**src/rtl/spi_frame_ctrl.sv**
```systemverilog
// Packs the SPI byte stream into 24-bit GRB pixels, writes them to the pixel RAM
// and launches the NeoPixel transmitter at frame end; frames seen while it is busy are dropped.
module spi_frame_ctrl #(
    parameter int MAX_PIXELS = 64,
    parameter int ADDR_W     = 6
) (
    input  logic              clk,
    input  logic              rst_n,
    input  logic              START,
    input  logic              READY,
    input  logic [7:0]        DATA,
    input  logic              END,
    input  logic              TX_BUSY,
    output logic              PIX_WE,
    output logic [ADDR_W-1:0] PIX_ADDR,
    output logic [23:0]       PIX_DATA,
    output logic              TX_START,
    output logic [ADDR_W:0]   TX_COUNT,
    output logic              FRAME_ERR,
    output logic              FRAME_DROP,
    output logic [1:0]        dbg_state_o
);

    // START/READY/END are single-cycle strobes from the SPI slave and are always
    // consumed in the cycle they appear; there is no backpressure path.
    typedef enum logic [1:0] {IDLE, RECV, DISCARD, LAUNCH} state_t;

    localparam logic [ADDR_W:0] MAX_CNT = (ADDR_W+1)'(MAX_PIXELS);
    localparam logic [ADDR_W:0] ONE_CNT = (ADDR_W+1)'(1);

    state_t          state_q;
    logic [ADDR_W:0] idx_q, idx_d;
    logic [1:0]      phase_q, phase_d;
    logic [7:0]      b0_q, b1_q;
    logic            triple_done;
    logic            room;

    assign dbg_state_o = state_q;

    // Byte path is evaluated before END so a READY coinciding with END is counted.
    always_comb begin
        triple_done = READY && (phase_q == 2'd2);
        room        = (idx_q < MAX_CNT);
        idx_d       = idx_q;
        if (triple_done && room) idx_d = idx_q + ONE_CNT;
        phase_d = phase_q;
        if (READY) phase_d = (phase_q == 2'd2) ? 2'd0 : phase_q + 2'd1;
    end

    always_ff @(posedge clk) begin
        if (!rst_n) begin
            state_q    <= IDLE;
            idx_q      <= '0;
            phase_q    <= '0;
            b0_q       <= '0;
            b1_q       <= '0;
            PIX_WE     <= 1'b0;
            PIX_ADDR   <= '0;
            PIX_DATA   <= '0;
            TX_START   <= 1'b0;
            TX_COUNT   <= '0;
            FRAME_ERR  <= 1'b0;
            FRAME_DROP <= 1'b0;
        end else begin
            PIX_WE   <= 1'b0;
            TX_START <= 1'b0;
            case (state_q)
                IDLE: begin
                    if (START) begin
                        if (!TX_BUSY) begin
                            idx_q      <= '0;
                            phase_q    <= '0;
                            FRAME_ERR  <= 1'b0;
                            FRAME_DROP <= 1'b0;
                            state_q    <= RECV;
                        end else begin
                            FRAME_DROP <= 1'b1;
                            state_q    <= DISCARD;
                        end
                    end
                end
                RECV: begin
                    if (READY) begin
                        phase_q <= phase_d;
                        idx_q   <= idx_d;
                        if (phase_q == 2'd0) b0_q <= DATA;
                        if (phase_q == 2'd1) b1_q <= DATA;
                        if (triple_done) begin
                            if (room) begin
                                PIX_WE   <= 1'b1;
                                PIX_ADDR <= idx_q[ADDR_W-1:0];
                                PIX_DATA <= {b0_q, b1_q, DATA};
                            end else begin
                                FRAME_ERR <= 1'b1;
                            end
                        end
                    end
                    if (END) begin
                        phase_q <= '0;
                        if (phase_d != 2'd0) FRAME_ERR <= 1'b1;
                        if (idx_d == '0) begin
                            state_q <= IDLE;
                        end else if (!TX_BUSY) begin
                            // Transmitter already free: launch straight away, LAUNCH only waits out TX_BUSY.
                            TX_START <= 1'b1;
                            TX_COUNT <= idx_d;
                            state_q  <= IDLE;
                        end else begin
                            state_q <= LAUNCH;
                        end
                    end else if (START) begin
                        FRAME_ERR <= 1'b1;
                        if (!TX_BUSY) begin
                            idx_q      <= '0;
                            phase_q    <= '0;
                            FRAME_DROP <= 1'b0;
                            state_q    <= RECV;
                        end else begin
                            FRAME_DROP <= 1'b1;
                            state_q    <= DISCARD;
                        end
                    end
                end
                DISCARD: begin
                    if (END) state_q <= IDLE;
                end
                LAUNCH: begin
                    if (!TX_BUSY) begin
                        TX_START <= 1'b1;
                        TX_COUNT <= idx_q;
                        state_q  <= IDLE;
                    end
                end
                default: state_q <= IDLE;
            endcase
        end
    end

endmodule

```
**config.mk**
```make
export PLATFORM = sky130hd
export DESIGN_NAME = spi_frame_ctrl
export DESIGN_NICKNAME = d
export VERILOG_FILES = /design/src/rtl/spi_frame_ctrl.sv
export SDC_FILE = /design/constraint.sdc
export NUM_CORES = 1
export LEC_CHECK = 0
export ABC_AREA = 1
export CORE_MARGIN = 4
export CORE_UTILIZATION = 40
export DETAILED_ROUTE_END_ITERATION = 12
export SYNTH_ARGS = -nofsm -noshare
export SYNTH_HDL_FRONTEND = slang
export SYNTH_SLANG_ARGS = --single-unit
```
**constraint.sdc**
```tcl
create_clock -name clk -period 3.6 [get_ports clk]
set_input_delay 1.08 -clock clk [delete_from_list [all_inputs] [get_ports clk]]
set_output_delay 1.08 -clock clk [all_outputs]
set_load 0.02 [all_outputs]
```
## After elaboration in Yosys (flattened, before gate mapping)

Cells that the tools add are included.
W data, S select, Z words.

- Add/subtract/negate cells: 2
- Multiply operators: 0
- Divide/modulo/power cells: 0
- $lt $le $gt $ge: 1
- Eq/ne operators: 13
- Shifts and indexed selects: 0
- Multiplexer cells: 47
- Bitwise operators: 0
- Reductions and logical operators: 16

Operators with widths:

| cell | number |
|---|---|
| $mux W7 | 11 |
| $mux W2 | 14 |
| $pmux W7 S2 | 2 |
| $ne A2 B2 Y1 const B | 8 |
| $mux W1 | 15 |
| $reduce_and A3 Y1 | 3 |
| $pmux W2 S4 | 1 |
| $reduce_and A4 Y1 | 2 |
| $add A7 B1 Y7 const B | 1 |
| $logic_not A7 Y1 | 1 |
| $lt A7 B7 Y1 const B | 1 |
| $eq A2 B2 Y1 const B | 3 |
| $pmux W1 S2 | 3 |
| $reduce_bool A2 Y1 | 3 |
| $reduce_and A5 Y1 | 1 |
| $eq A2 B1 Y1 const B | 2 |
| $logic_not A2 Y1 | 2 |
| $pmux W2 S2 | 1 |
| $reduce_and A2 Y1 | 2 |
| $add A2 B1 Y2 const B | 1 |
| $logic_and A1 B1 Y1 | 2 |

- Register bits: 68
- Latch bits: 0
- Bits in writable memories: 0
- Memory bits (read-only): 0
- Bits of input ports: 14
- Output and inout port bits: 43
- Word-level logic and storage cells: 91
- Memories: 0

## Depth between registers and ports, before layout

- Depth in word-level cells: 9
- Mapped depth: 13
- Mapped depth without buffers: 13

## Least setup slack after synthesis

Ideal clock, no wire load.

- Kind: input-to-reg
- Start: input READY
- End: register TX_COUNT[6]
- Setup time: 67 ps
- Arrival time: 2114 ps
- Data required time: 3533 ps
- Slack: 1418 ps
- Stages on the path: 10
- Buffers on the path: 0
- Cell sequence: nand2_2 > nor2_4 > nand2_4 > o21ai_2 > nand2_2 > nor2_4 > nand3_4 > nand2_4 > nand2_1 > a21oi_2

- Longest elaborated chain between the ends: 7
- Elaborated cells between the ends (all ways): 10
- Classes of those cells: 1 x eq/ne; 5 x mux; 4 x reduce/logical

RTL lines:

| element | RTL line | RTL |
|---|---|---|
| start, declared | 10 | `input logic READY,` |
| $logic_and A1 B1 Y1 (*) | 42 | `triple_done = READY && (phase_q == 2'd2);` |
| $logic_and A1 B1 Y1 (*) | 45 | `if (triple_done && room) idx_d = idx_q + ONE_CNT;` |
| $mux W7 (*) | 45 |  |
| $mux W7 | 103 | `end else if (!TX_BUSY) begin` |
| $mux W7 | 101 | `if (idx_d == '0) begin` |
| $mux W7 | 98 | `if (END) begin` |
| $pmux W7 S2 | 67 | `case (state_q)` |
| end signal, assigned | 106 | `TX_COUNT <= idx_d;` |
| end signal, assigned | 130 | `TX_COUNT <= idx_q;` |
| end, declared | 18 | `output logic [ADDR_W:0] TX_COUNT,` |

Every way passes the cells marked *; elsewhere a longest branch is shown, timed or not. The select of a mux whose other input is x is not followed.
A chain may end at the register's enable or synchronous reset.

## Final worst setup path

- Start: input READY
- End: register PIX_DATA[2]

- Longest elaborated chain between the ends: 2

RTL lines:

| element | RTL line | RTL |
|---|---|---|
| $logic_and A1 B1 Y1 | 42 |  |
| $reduce_and A4 Y1 (no line) (*) | -- |  |
| end signal, assigned | 92 | `PIX_DATA <= {b0_q, b1_q, DATA};` |
| end, declared | 16 | `output logic [23:0] PIX_DATA,` |

Every way passes the cells marked *; elsewhere a longest branch is shown, timed or not.

==> metrics.txt <==
share of cells above drive strength 1=0.0805; Syn Area/Cell=7.33 um2; Area growth, synth to finish=30.8%; kind of critical path=in2reg; sequential fraction of the synthesis area=0.482; Hold Path Stages=2; Hold Startpoint=FRAME_DROP$_SDFFE_PN0P_; pre-CTS WS=0.545 ns; largest family of logic cells by synthesized area=simple AND/OR/NAND/NOR gates; total power per unit cell area=415 mW/mm2; DRT Wirelength=7010 um; PostCTS Resize Cnt=0; Critical R2R Launch=dbg_state_o[0]$_SDFFE_PN0P_; worst path arrival time=2.93 ns; Starting Density=0.413; CTS max path bufs=2; dpl cells=527; die area=0.00846 mm2; Worst-Margin Slew=0.653 ns; Leak=1.49 nW; status=complete, no violations; WL/cell=12.9 um; Post-DRT Antenna Nets=0; number of buffers created by CTS=9; vias in the first global route=2361; maximum vdd drop=179 uV; post-DP HPWL=4990 um; reg2reg path depth=7; multiplexer share of the synthesized area=0; setup TNS=0 ns; setup bufs post-CTS=0; Worst-Skew Late Latency=0.34 ns; Syn Nets=400; GPL Wtd Cong=0.853; final cell count without fillers=543; CTS H-Tree Depth=3; max-slew violations=0; vias=2667; die height=92.0 um; library cells used by synthesis=29; CP startpoint kind=input pin; CTS tree=done; min Tclk post-route=2.70 ns; Fmax=370 MHz; Hold Vio Cnt, Final=0; Vias per Instance=4.91; R2R setup slack=1.64 ns; RSZ-0062 raised after global routing=no; GR Util All Layers=0.174; Initial DRC Count=101; first-pass iteration count of the detailed router=6; Worst Path Required=3.83 ns; Die X=92.0 um; Site Rows=30; largest net degree at the start of global routing=47; Port Buffers=56; Hold Crit Class=reg2reg; Reg-to-Reg End=PIX_DATA[2]$_SDFFE_PN0P_; adder-cell share of the synthesized area=0.00443; Final nets=457; root buffer cell=clkbuf_8; crit path capture type=flip-flop; max_slew headroom=0.564; Clock Sinks=68; max-cap viol count=0; critical path peak fanout=25; antenna violations before repair=0; final worst setup slack=0.898 ns; GR Overflow Total=0; clock skew=0.00961 ns; synth warn=0; Mapped Cells=385; Simple-Gate Fraction of Synth Area=0.290; Core Region=0.00683 mm2; final setup fails=0; ant diodes=0; Synth Area in Compound Gates=0.166; FF+latch count, synth=68; Post-Syn Area=0.00282 mm2; global-route wire length before repair=11800 um; I/O Pins=57; hold buffer count at CTS=0; clk slew on worst S/H paths=0.07 ns; Hold EP=FRAME_DROP$_SDFFE_PN0P_; XOR/XNOR Fraction of Synth Area=0.00310; Period Utilization, post-route=0.751; DRC viols=0; post-route total power=1.53 mW
worst max-delay path by stage:
stage                from                        end  slack, ns  depth (start not counted)
finish              READY   PIX_DATA[2]$_SDFFE_PN0P_       0.90                          8
global route        READY  PIX_DATA[14]$_SDFFE_PN0P_       0.73                          8
CTS                 READY   PIX_DATA[2]$_SDFFE_PN0P_       0.89                          8
detailed placement  READY   PIX_DATA[2]$_SDFFE_PN0P_       0.54                          8
global placement    READY  PIX_DATA[20]$_SDFFE_PN0P_       0.61                          8
floorplan           READY   TX_COUNT[6]$_SDFFE_PN0P_       1.42                         10
cells in the mapped netlist, drive strengths merged:
library cell	instances	area (um2)
o31ai	1	7.51
nor3	5	41.3
inv	27	101
a221oi	1	8.76
dfxtp	68	1360
nand2	58	240
or2	1	6.26
a21oi	26	134
xor2	1	8.76
buf	2	8.75
nand4	2	12.5
a31oi	2	12.5
clkbuf	11	41.3
o21ai	59	299
a22oi	1	7.51
nand3	22	123
nor2	97	397
ha	1	12.5
state kept, by name (all words and copies together) (netlist names):
name / flops
FRAME_ERR: 1
dbg_state_o: 2
FRAME_DROP: 1
PIX_WE: 1
b0_q: 8
PIX_ADDR: 6
TX_COUNT: 7
idx_q: 7
PIX_DATA: 24
TX_START: 1
b1_q: 8
phase_q: 2
per-layer routing:
| layer | GRT usage | vias up | share of wire |
|---|---|---|---|
| met4 | 0.0817 | 0 | 0.016 |
| met1 | 0.252 | 1207 | 0.49 |
| met2 | 0.246 | 78 | 0.43 |
| li1 | - | 1372 | - |
| met3 | 0.0361 | 10 | 0.067 |
| met5 | 0 | - | 0 |
kinds of logic (layout without fill, tap and decap cells):
family | after synthesis | in the layout
simple gates | 185 | 185
compound gates | 90 | 90
flops | 68 | 68
buf+inv | 40 | 102
fa+ha+maj | 1 | 1
xor+xnor | 1 | 1
cell usage in the layout (no fill, tap or decap):
cell             count
dfxtp_1             68
bufinv_16            2
nand3_4              1
clkinvlp_4           2
nor3_4               1
nor2_4               4
nor2_2               1
clkinv_4             1
xor2_1               1
a21oi_2              1
inv_2                2
nand2_1             53
nor3_1               3
nor3_2               1
clkbuf_8             9
buf_4                3
nand3_1             21
o21ai_0             58
clkdlybuf4s50_1     56
or2_2                1
clkbuf_1             1
inv_1               25
a31oi_1              2
a221oi_1             1
nand2_2              3
o31ai_1              1
nand4_1              2
nor2_1              92
o21ai_2              1
a21oi_1             25
nand2_4              2
clkinv_2             1
a22oi_1              1
ha_1                 1
metrics by stage:
stage	hold WS, ns	util	area, um2
after CTS	0.454	0.540	3690
after global placement	0.432	0.509	3480
after detailed placement	0.444	0.509	3480
after global routing	0.462	0.540	3690
after floorplan	0.456	-	2820
final	0.452	0.540	3690
cell type report:
class,instances,area (um2)
Clock inverter,6,88.8
Sequential cell,68,1360
Tap cell,96,120
Timing Repair Buffer,59,583
Clock buffer,10,128
Inverter,27,101
Fill cell,692,3140
Multi-Input combinational cell,277,1310
power by group:
group / internal [mW] / switching, mW
clock: 0.390 / 0.290
combinational: 0.0337 / 0.0543
sequential: 0.759 / 0.00630
critical path, stage by stage:
cell and delay, ns:
clkdlybuf4s50_1 0.53, nand2_2 0.11, nor2_4 0.18, nand2_4 0.10, nor2_2 0.38, inv_2 0.30, nor2_1 0.18, nor2_1 0.06
Power figures use the tool's default switching activity.
